## src/rtl/ctrl_pipeline.sv

```systemverilog
// Control unit for the five-stage RV32 core: decodes the ID instruction into a control bundle and
// carries it through ID/EX, EX/MEM and MEM/WB, with load-use and multi-cycle mul/div stalling.
module ctrl_pipeline #(
  parameter int MULDIV_LAT = 4,
  parameter int RA_W       = 5
) (
  input  logic            clk_i,
  input  logic            rst_i,
  input  logic [31:0]     inst_i,
  input  logic            flush_i,
  output logic            stall_o,
  output logic [1:0]      ex_alu_op_o,
  output logic            ex_alu_src_o,
  output logic            ex_branch_o,
  output logic            ex_jump_o,
  output logic            ex_lui_o,
  output logic            ex_muldiv_o,
  output logic [RA_W-1:0] ex_rd_o,
  output logic            ex_mem_read_o,
  output logic            mem_read_o,
  output logic            mem_write_o,
  output logic [RA_W-1:0] mem_rd_o,
  output logic            mem_reg_write_o,
  output logic            wb_reg_write_o,
  output logic [1:0]      wb_sel_o,
  output logic [RA_W-1:0] wb_rd_o
);

  localparam int CNT_W = (MULDIV_LAT > 1) ? $clog2(MULDIV_LAT) : 1;

  typedef struct packed {
    logic [1:0]      alu_op;
    logic            alu_src;
    logic            branch;
    logic            jump;
    logic            lui;
    logic            muldiv;
    logic            mem_read;
    logic            mem_write;
    logic            reg_write;
    logic [1:0]      wb_sel;
    logic [RA_W-1:0] rd;
  } idex_t;

  typedef struct packed {
    logic            mem_read;
    logic            mem_write;
    logic            reg_write;
    logic [1:0]      wb_sel;
    logic [RA_W-1:0] rd;
  } exmem_t;

  typedef struct packed {
    logic            reg_write;
    logic [1:0]      wb_sel;
    logic [RA_W-1:0] rd;
  } memwb_t;

  idex_t      dec;
  idex_t      idex_q, idex_d;
  exmem_t     exmem_q, exmem_d;
  memwb_t     memwb_q, memwb_d;
  logic [CNT_W-1:0] cnt_q, cnt_d;

  logic [RA_W-1:0] rd_f, rs1_f, rs2_f;
  logic            valid, uses_rs2, load_use, hold;
  logic            unused_funct3;

  assign rd_f  = RA_W'(inst_i[11:7]);
  assign rs1_f = RA_W'(inst_i[19:15]);
  assign rs2_f = RA_W'(inst_i[24:20]);
  assign unused_funct3 = ^inst_i[14:12];

  always_comb begin
    dec      = '0;
    valid    = 1'b1;
    uses_rs2 = 1'b0;
    unique case (inst_i[6:0])
      7'b0110011: begin
        dec.alu_op    = 2'b11;
        dec.reg_write = 1'b1;
        dec.muldiv    = (inst_i[31:25] == 7'b0000001);
        uses_rs2      = 1'b1;
      end
      7'b0010011: begin
        dec.alu_op    = 2'b01;
        dec.alu_src   = 1'b1;
        dec.reg_write = 1'b1;
      end
      7'b0000011: begin
        dec.alu_src   = 1'b1;
        dec.mem_read  = 1'b1;
        dec.reg_write = 1'b1;
        dec.wb_sel    = 2'b01;
      end
      7'b0100011: begin
        dec.alu_src   = 1'b1;
        dec.mem_write = 1'b1;
        uses_rs2      = 1'b1;
      end
      7'b1100011: begin
        dec.alu_op    = 2'b10;
        dec.branch    = 1'b1;
        uses_rs2      = 1'b1;
      end
      7'b1101111, 7'b1100111: begin
        dec.alu_src   = inst_i[3] ? 1'b0 : 1'b1;
        dec.jump      = 1'b1;
        dec.reg_write = 1'b1;
        dec.wb_sel    = 2'b10;
      end
      7'b0110111: begin
        dec.alu_src   = 1'b1;
        dec.lui       = 1'b1;
        dec.reg_write = 1'b1;
      end
      default: valid = 1'b0;
    endcase
    // Bubbles keep rd at zero; writes to x0 are suppressed at decode.
    if (valid) dec.rd = rd_f;
    if (dec.rd == '0) dec.reg_write = 1'b0;
  end

  assign hold     = (cnt_q != '0);
  assign load_use = idex_q.mem_read && (idex_q.rd != '0) && valid &&
                    ((idex_q.rd == rs1_f) || (uses_rs2 && (idex_q.rd == rs2_f)));
  assign stall_o  = hold | (load_use & ~flush_i);

  always_comb begin
    idex_d = dec;
    cnt_d  = cnt_q;
    if (hold) begin
      idex_d = idex_q;
      cnt_d  = cnt_q - CNT_W'(1);
    end else if (flush_i || load_use) begin
      idex_d = '0;
    end else if (dec.muldiv) begin
      cnt_d = CNT_W'(MULDIV_LAT - 1);
    end

    exmem_d = '0;
    if (!hold) begin
      exmem_d.mem_read  = idex_q.mem_read;
      exmem_d.mem_write = idex_q.mem_write;
      exmem_d.reg_write = idex_q.reg_write;
      exmem_d.wb_sel    = idex_q.wb_sel;
      exmem_d.rd        = idex_q.rd;
    end

    memwb_d.reg_write = exmem_q.reg_write;
    memwb_d.wb_sel    = exmem_q.wb_sel;
    memwb_d.rd        = exmem_q.rd;
  end

  always_ff @(posedge clk_i or negedge rst_i) begin
    if (!rst_i) begin
      idex_q  <= '0;
      exmem_q <= '0;
      memwb_q <= '0;
      cnt_q   <= '0;
    end else begin
      idex_q  <= idex_d;
      exmem_q <= exmem_d;
      memwb_q <= memwb_d;
      cnt_q   <= cnt_d;
    end
  end

  assign ex_alu_op_o     = idex_q.alu_op;
  assign ex_alu_src_o    = idex_q.alu_src;
  assign ex_branch_o     = idex_q.branch;
  assign ex_jump_o       = idex_q.jump;
  assign ex_lui_o        = idex_q.lui;
  assign ex_muldiv_o     = idex_q.muldiv;
  assign ex_rd_o         = idex_q.rd;
  assign ex_mem_read_o   = idex_q.mem_read;
  assign mem_read_o      = exmem_q.mem_read;
  assign mem_write_o     = exmem_q.mem_write;
  assign mem_rd_o        = exmem_q.rd;
  assign mem_reg_write_o = exmem_q.reg_write;
  assign wb_reg_write_o  = memwb_q.reg_write;
  assign wb_sel_o        = memwb_q.wb_sel;
  assign wb_rd_o         = memwb_q.rd;

endmodule

```

## config.mk

```make
export PLATFORM = sky130hd
export DESIGN_NAME = ctrl_pipeline
export DESIGN_NICKNAME = d
export VERILOG_FILES = /design/src/rtl/ctrl_pipeline.sv
export SDC_FILE = /design/constraint.sdc
export NUM_CORES = 1
export LEC_CHECK = 0
export BUFFER_PORTS_ARGS = -buffer_cell sky130_fd_sc_hd__buf_2
export CORE_ASPECT_RATIO = 0.6
export CORE_MARGIN = 10
export CORE_UTILIZATION = 52
export CTS_CLUSTER_DIAMETER = 120
export DETAILED_ROUTE_END_ITERATION = 10
export PLACE_DENSITY = 0.82
export SLEW_MARGIN = 20
export SYNTH_ARGS = -nofsm -noshare
export SYNTH_HDL_FRONTEND = slang
export SYNTH_SLANG_ARGS = --single-unit
```

## constraint.sdc

```tcl
create_clock -name clk_i -period 4.5 [get_ports clk_i]
set_clock_uncertainty 0.2 [all_clocks]
set_input_delay 0.675 -clock clk_i [delete_from_list [all_inputs] [get_ports clk_i]]
set_output_delay 0.675 -clock clk_i [all_outputs]
set_load 0.01 [all_outputs]
```

; ---- After elaboration in Yosys (flattened, before gate mapping)
; Cells that the tools add are included.
[classes]
addsub = 1
n_eq_ne = 12
n_mux = 20
n_bitwise = 3
n_reduce_logical = 16
[ops]
columns = op, n
row1 = equality test 7 x 6 -> 1 bit (second input constant), 3
row2 = equality test 7 bit (second input constant), 3
row3 = two-way mux 17 bit, 1
row4 = two-way mux 1 bit, 11
row5 = equality test 5 bit, 2
row6 = two-way mux 10 bit, 1
row7 = OR reduction 8 bit, 1
row8 = equality test 7 x 1 -> 1 bit (second input constant), 1
row9 = equality test 7 x 2 -> 1 bit (second input constant), 1
row10 = equality test 7 x 5 -> 1 bit (second input constant), 1
row11 = two-way mux 2 bit, 3
row12 = case mux 2 bit (3 select lines), 1
row13 = OR reduction 6 bit, 1
row14 = zero test 5 bit, 1
row15 = two-way mux 5 bit, 1
row16 = nonzero test 5 bit, 1
row17 = logical AND 1 bit, 4
row18 = case mux 2 bit (2 select lines), 1
row19 = nonzero test 2 bit, 2
row20 = OR reduction 4 bit, 1
row21 = OR reduction 3 bit, 1
row22 = logical OR 1 bit, 2
row23 = inequality test 2 bit (second input constant), 1
row24 = case mux 1 bit (2 select lines), 1
row25 = 6 further kinds, 6
[word_totals]
reg_bits = 37

; ---- Depth between registers and ports, before layout
[depth]
depth_word = 9
depth_mapped = 8

; ---- Worst setup path before layout
; Ideal clock, no wire load.
[synth_path]
kind = input port to output port
from = in inst_i[1]
to = out stall_o
t_arrival_ns = 1.871
required_time_ns = 3.625
slack_ns = 1.754
stages = 5
n_path_buf = 0
path_cell_list = nand2_1 > nor3_4 > nor4b_2 > o221ai_2 > o31ai_1
[synth_between]
elab_chain_cells = 8
elab_cells_between_ends = 18
cone_classes = eq/ne (8) / mux (2) / bitwise (2) / reduce/logical (6)
[synth_rtl]
columns = element, line
row1 = from (decl), 9  ; input logic [31:0] inst_i,
row2 = equality test 7 x 6 -> 1 bit or equality test 7 bit (tied branches), 78  ; unique case (inst_i[6:0])
row3 = OR reduction 3 bit (no line), -
row4 = two-way mux 1 bit, 78
row5 = logical AND 1 bit, 126  ; ((idex_q.rd == rs1_f) || (uses_rs2 && (idex_q.rd == rs2_f)));
row6 = logical OR 1 bit, 126
row7 = logical AND 1 bit (*), 125  ; assign load_use = idex_q.mem_read && (idex_q.rd != '0) && valid &&
row8 = bitwise AND 1 bit (*), 127  ; assign stall_o = hold | (load_use & ~flush_i);
row9 = bitwise OR 1 bit (*), 127
row10 = to (decl), 11  ; output logic stall_o,
; Every way passes the cells marked *; elsewhere a longest branch is shown, timed or not.

; ---- Final worst setup path
[layout_path]
from = reg idex_q (netlist bit ex_rd_o[0])
to = out stall_o
[layout_between]
elab_chain_cells = 6
elab_cells_between_ends = 10
cone_classes = eq/ne (2) / bitwise (2) / reduce/logical (6)
[layout_rtl]
columns = element, line
row1 = from (decl), 60  ; idex_t idex_q, idex_d;
row2 = from (signal assigned), 162  ; idex_q <= idex_d;
row3 = equality test 5 bit or nonzero test 5 bit (tied branches), "126, 125"
row4 = logical AND 1 bit (on tied branches), "126, 125"
row5 = logical OR 1 bit or logical AND 1 bit (tied branches), "126, 125"
row6 = logical AND 1 bit (*), 125
row7 = bitwise AND 1 bit (*), 127
row8 = bitwise OR 1 bit (*), 127
; Marks and branches as above.

==> reports/results.txt <==
status -> completed
layout cells sized above 1 -> 0.3835
IR drop worst, VDD -> 0.2123 mV
Post-CTS Hold Buffers -> 0
CTS tree -> done
Worst Hold Class -> reg2reg
# rows -> 16
largest net degree at the start of global routing -> 38
Period Utilization, post-route -> 0.6857
Pwr per Cell Area -> 403.8 nW/um^2
max cap viols -> 0
Core Box Area -> 3263 um^2
clock sinks -> 37
EDFF count, synth -> 0
final net count -> 241
WS Path Type -> reg2out
Worst R2R Start -> cnt_q[0]$_DFFE_PN0P_
Starting DRT DRC Count -> 120
fmax -> 324.1 MHz
initial antenna violation count -> 0
Ys Warns -> 0
die width -> 95.25 um
total die area -> 6206 um^2
number of remaining DRC errors -> 0
Initial Util -> 0.5414
CP Capture Type -> output pin
cts repair resizes -> 0
Area growth syn-to-layout -> 21.10%
clock buffer depth -> 2
post-route core utilization -> 0.6557
post-CTS setup buffers -> 0
remaining global-route overflow -> 0
Die Ht -> 65.15 um
ys async rst share -> 1.000
HPWL after DPL -> 3.346 mm
GPL Wtd Cong -> 0.8892
final-report hold violation count -> 0
crit path DAT -> 2.21 ns
R2R setup slack -> 2.16 ns
flops & latches, synth -> 37
placed insts -> 243
setup TNS -> 0 ns
crit-path max FO -> 7
Avg WL per Cell -> 17.51 um
synthesized cell area -> 1767 um^2
TritonRoute pass-1 iters -> 4
Mean Syn Cell Area -> 11.47 um^2
end of the critical path -> stall_o
CP required -> 3.62 ns
Static Leakage -> 1.116 nW
Non-Filler Instances -> 251
H-tree depth -> 2
io pins -> 65
final wirelength -> 4.394 mm
final setup vio count -> 0
Distinct cells, synth -> 40
min cycle time layout -> 3.086 ns
global-route wire length before repair -> 7.010 mm
CTS root buf -> clkbuf_8
Final Max Tran Viols -> 0
area share of the largest cell type after synthesis -> 0.5241
routed vias -> 1378
ys flop type -> dfrtp_1
reg2reg end -> ex_jump_o$_DFFE_PN0P_
Worst-path clk slew -> 0.08 ns
vias in the first global route -> 1486
port buffer count -> 61
Post-Syn Instances -> 154
Synth Net Count -> 190
worst skew pair latency -> 0.29 ns
register area share after synthesis -> 0.5241
cell accounting for the most synthesized area -> dfrtp_1
Area contributors post-synth -> dfrtp_1 52%, buf_4 5.1%, a22o_1 5.0%
RSZ-0062 raised after global routing -> no
DR vias/cell -> 5.490
worst-margin pin slew -> 0.7955 ns
critical path startpoint category -> flop
Antenna Cells -> 0
total CTS buffers -> 5
Routed Antenna Nets -> 0
Register-to-Register Path Depth -> 6
Worst Setup SP -> ex_rd_o[0]$_DFFE_PN0P_
Fin Hold WS -> 0.1519 ns
GRT Overall Usage -> 0.1444
Worst slew margin -> 0.4697
layer usage:
layer / routed length, um / vias to the layer above / part of all wire / GRT usage
li1: - / 640 / - / -
met1: 1796 / 668 / 0.41 / 0.1695
met2: 2112 / 61 / 0.48 / 0.2271
met3: 411 / 9 / 0.094 / 0.06236
met4: 74 / 0 / 0.017 / 0.06134
met5: 0 / - / 0 / 0
layout make-up:
cell class	count	area [um^2]
multi-input combinational	97	720.7
fill	252	1124
inverter	3	11.26
tap	45	56.30
clock inverter	2	37.54
timing repair buffer	61	305.3
sequential	37	925.9
clock buffer	6	82.58
placed cells by master, fill, tap and decap left out, drive strengths merged, types with 2 or more instances in the layout:
master / instances
nor2: 7
clkbuf: 6
nand2b: 2
nand2: 9
dfrtp: 37
and3: 2
a21oi: 5
and2: 11
buf: 61
nor3: 6
nor4: 2
inv: 3
xor2: 5
a22o: 10
xnor2: 7
or4: 2
nor4b: 2
nand3: 4
o2bb2ai: 6
o21ai: 4
sequential cells by signal, indices dropped and copies added, names as in the netlist, 2 cells and up:
register	cells
ex_rd_o	5
mem_rd_o	5
wb_rd_o	5
idex_q	4
cnt_q	2
ex_alu_op_o	2
exmem_q	2
wb_sel_o	2
cells in the mapped netlist (2+ instances only):
cell type   n
nand2b_1    2
o2bb2ai_1   6
xnor2_1     7
xor2_1      5
nor4_1      2
o21ai_0     2
and3_1      2
a21oi_1     4
a22o_1     10
and2_1     10
buf_4      12
nand2_1     9
clkbuf_1    5
nor3_4      2
nor3_1      4
inv_1       3
nand3_1     4
dfrtp_1    37
nor2_1      7
cell families after synthesis:
| group | share of synthesized area |
|---|---|
| xor gates and xnor gates | 0.05949 |
| AOI/OAI and AO/OA | 0.1650 |
| buffers and inverters | 0.06799 |
| adders and majority gates | 0.007081 |
| and+or+nand+nor | 0.1764 |
| DFF | 0.5241 |
power breakdown:
group	internal (mW)	switching, mW	total, mW
sequential	0.351	0.0144	0.366
combinational	0.0682	0.130	0.198
clock	0.180	0.120	0.300
total	0.600	0.264	0.864
metrics by stage:
step	area [um^2]	power, mW	worst slack, ns
after floorplan	1767	0.5066	1.754
after global placement	2019	0.5561	1.539
after detailed placement	2019	0.5689	1.488
after CTS	2140	0.8676	1.437
after global routing	2140	0.9106	1.286
final	2140	0.8639	1.414
worst max-delay path, cell delays in order (launching register included):
cell and delay (ns):
dfrtp_1 0.51, xnor2_1 0.26, nand4_1 0.15, nor4b_2 0.36, o221ai_2 0.19, o31ai_1 0.26
buf_2 0.19
worst min path at each step:
stage	startpoint	endpoint	slack, ns	cells past startpoint
finish	exmem_q[6]$_DFF_PN0_	wb_sel_o[1]$_DFF_PN0_	0.15	0
global placement	exmem_q[5]$_DFF_PN0_	wb_sel_o[0]$_DFF_PN0_	0.13	0
detailed placement	exmem_q[6]$_DFF_PN0_	wb_sel_o[1]$_DFF_PN0_	0.14	0
floorplan	exmem_q[5]$_DFF_PN0_	wb_sel_o[0]$_DFF_PN0_	0.13	0
CTS	exmem_q[6]$_DFF_PN0_	wb_sel_o[1]$_DFF_PN0_	0.15	0
global route	exmem_q[6]$_DFF_PN0_	wb_sel_o[1]$_DFF_PN0_	0.17	0
(Power assumes the default switching activity.)
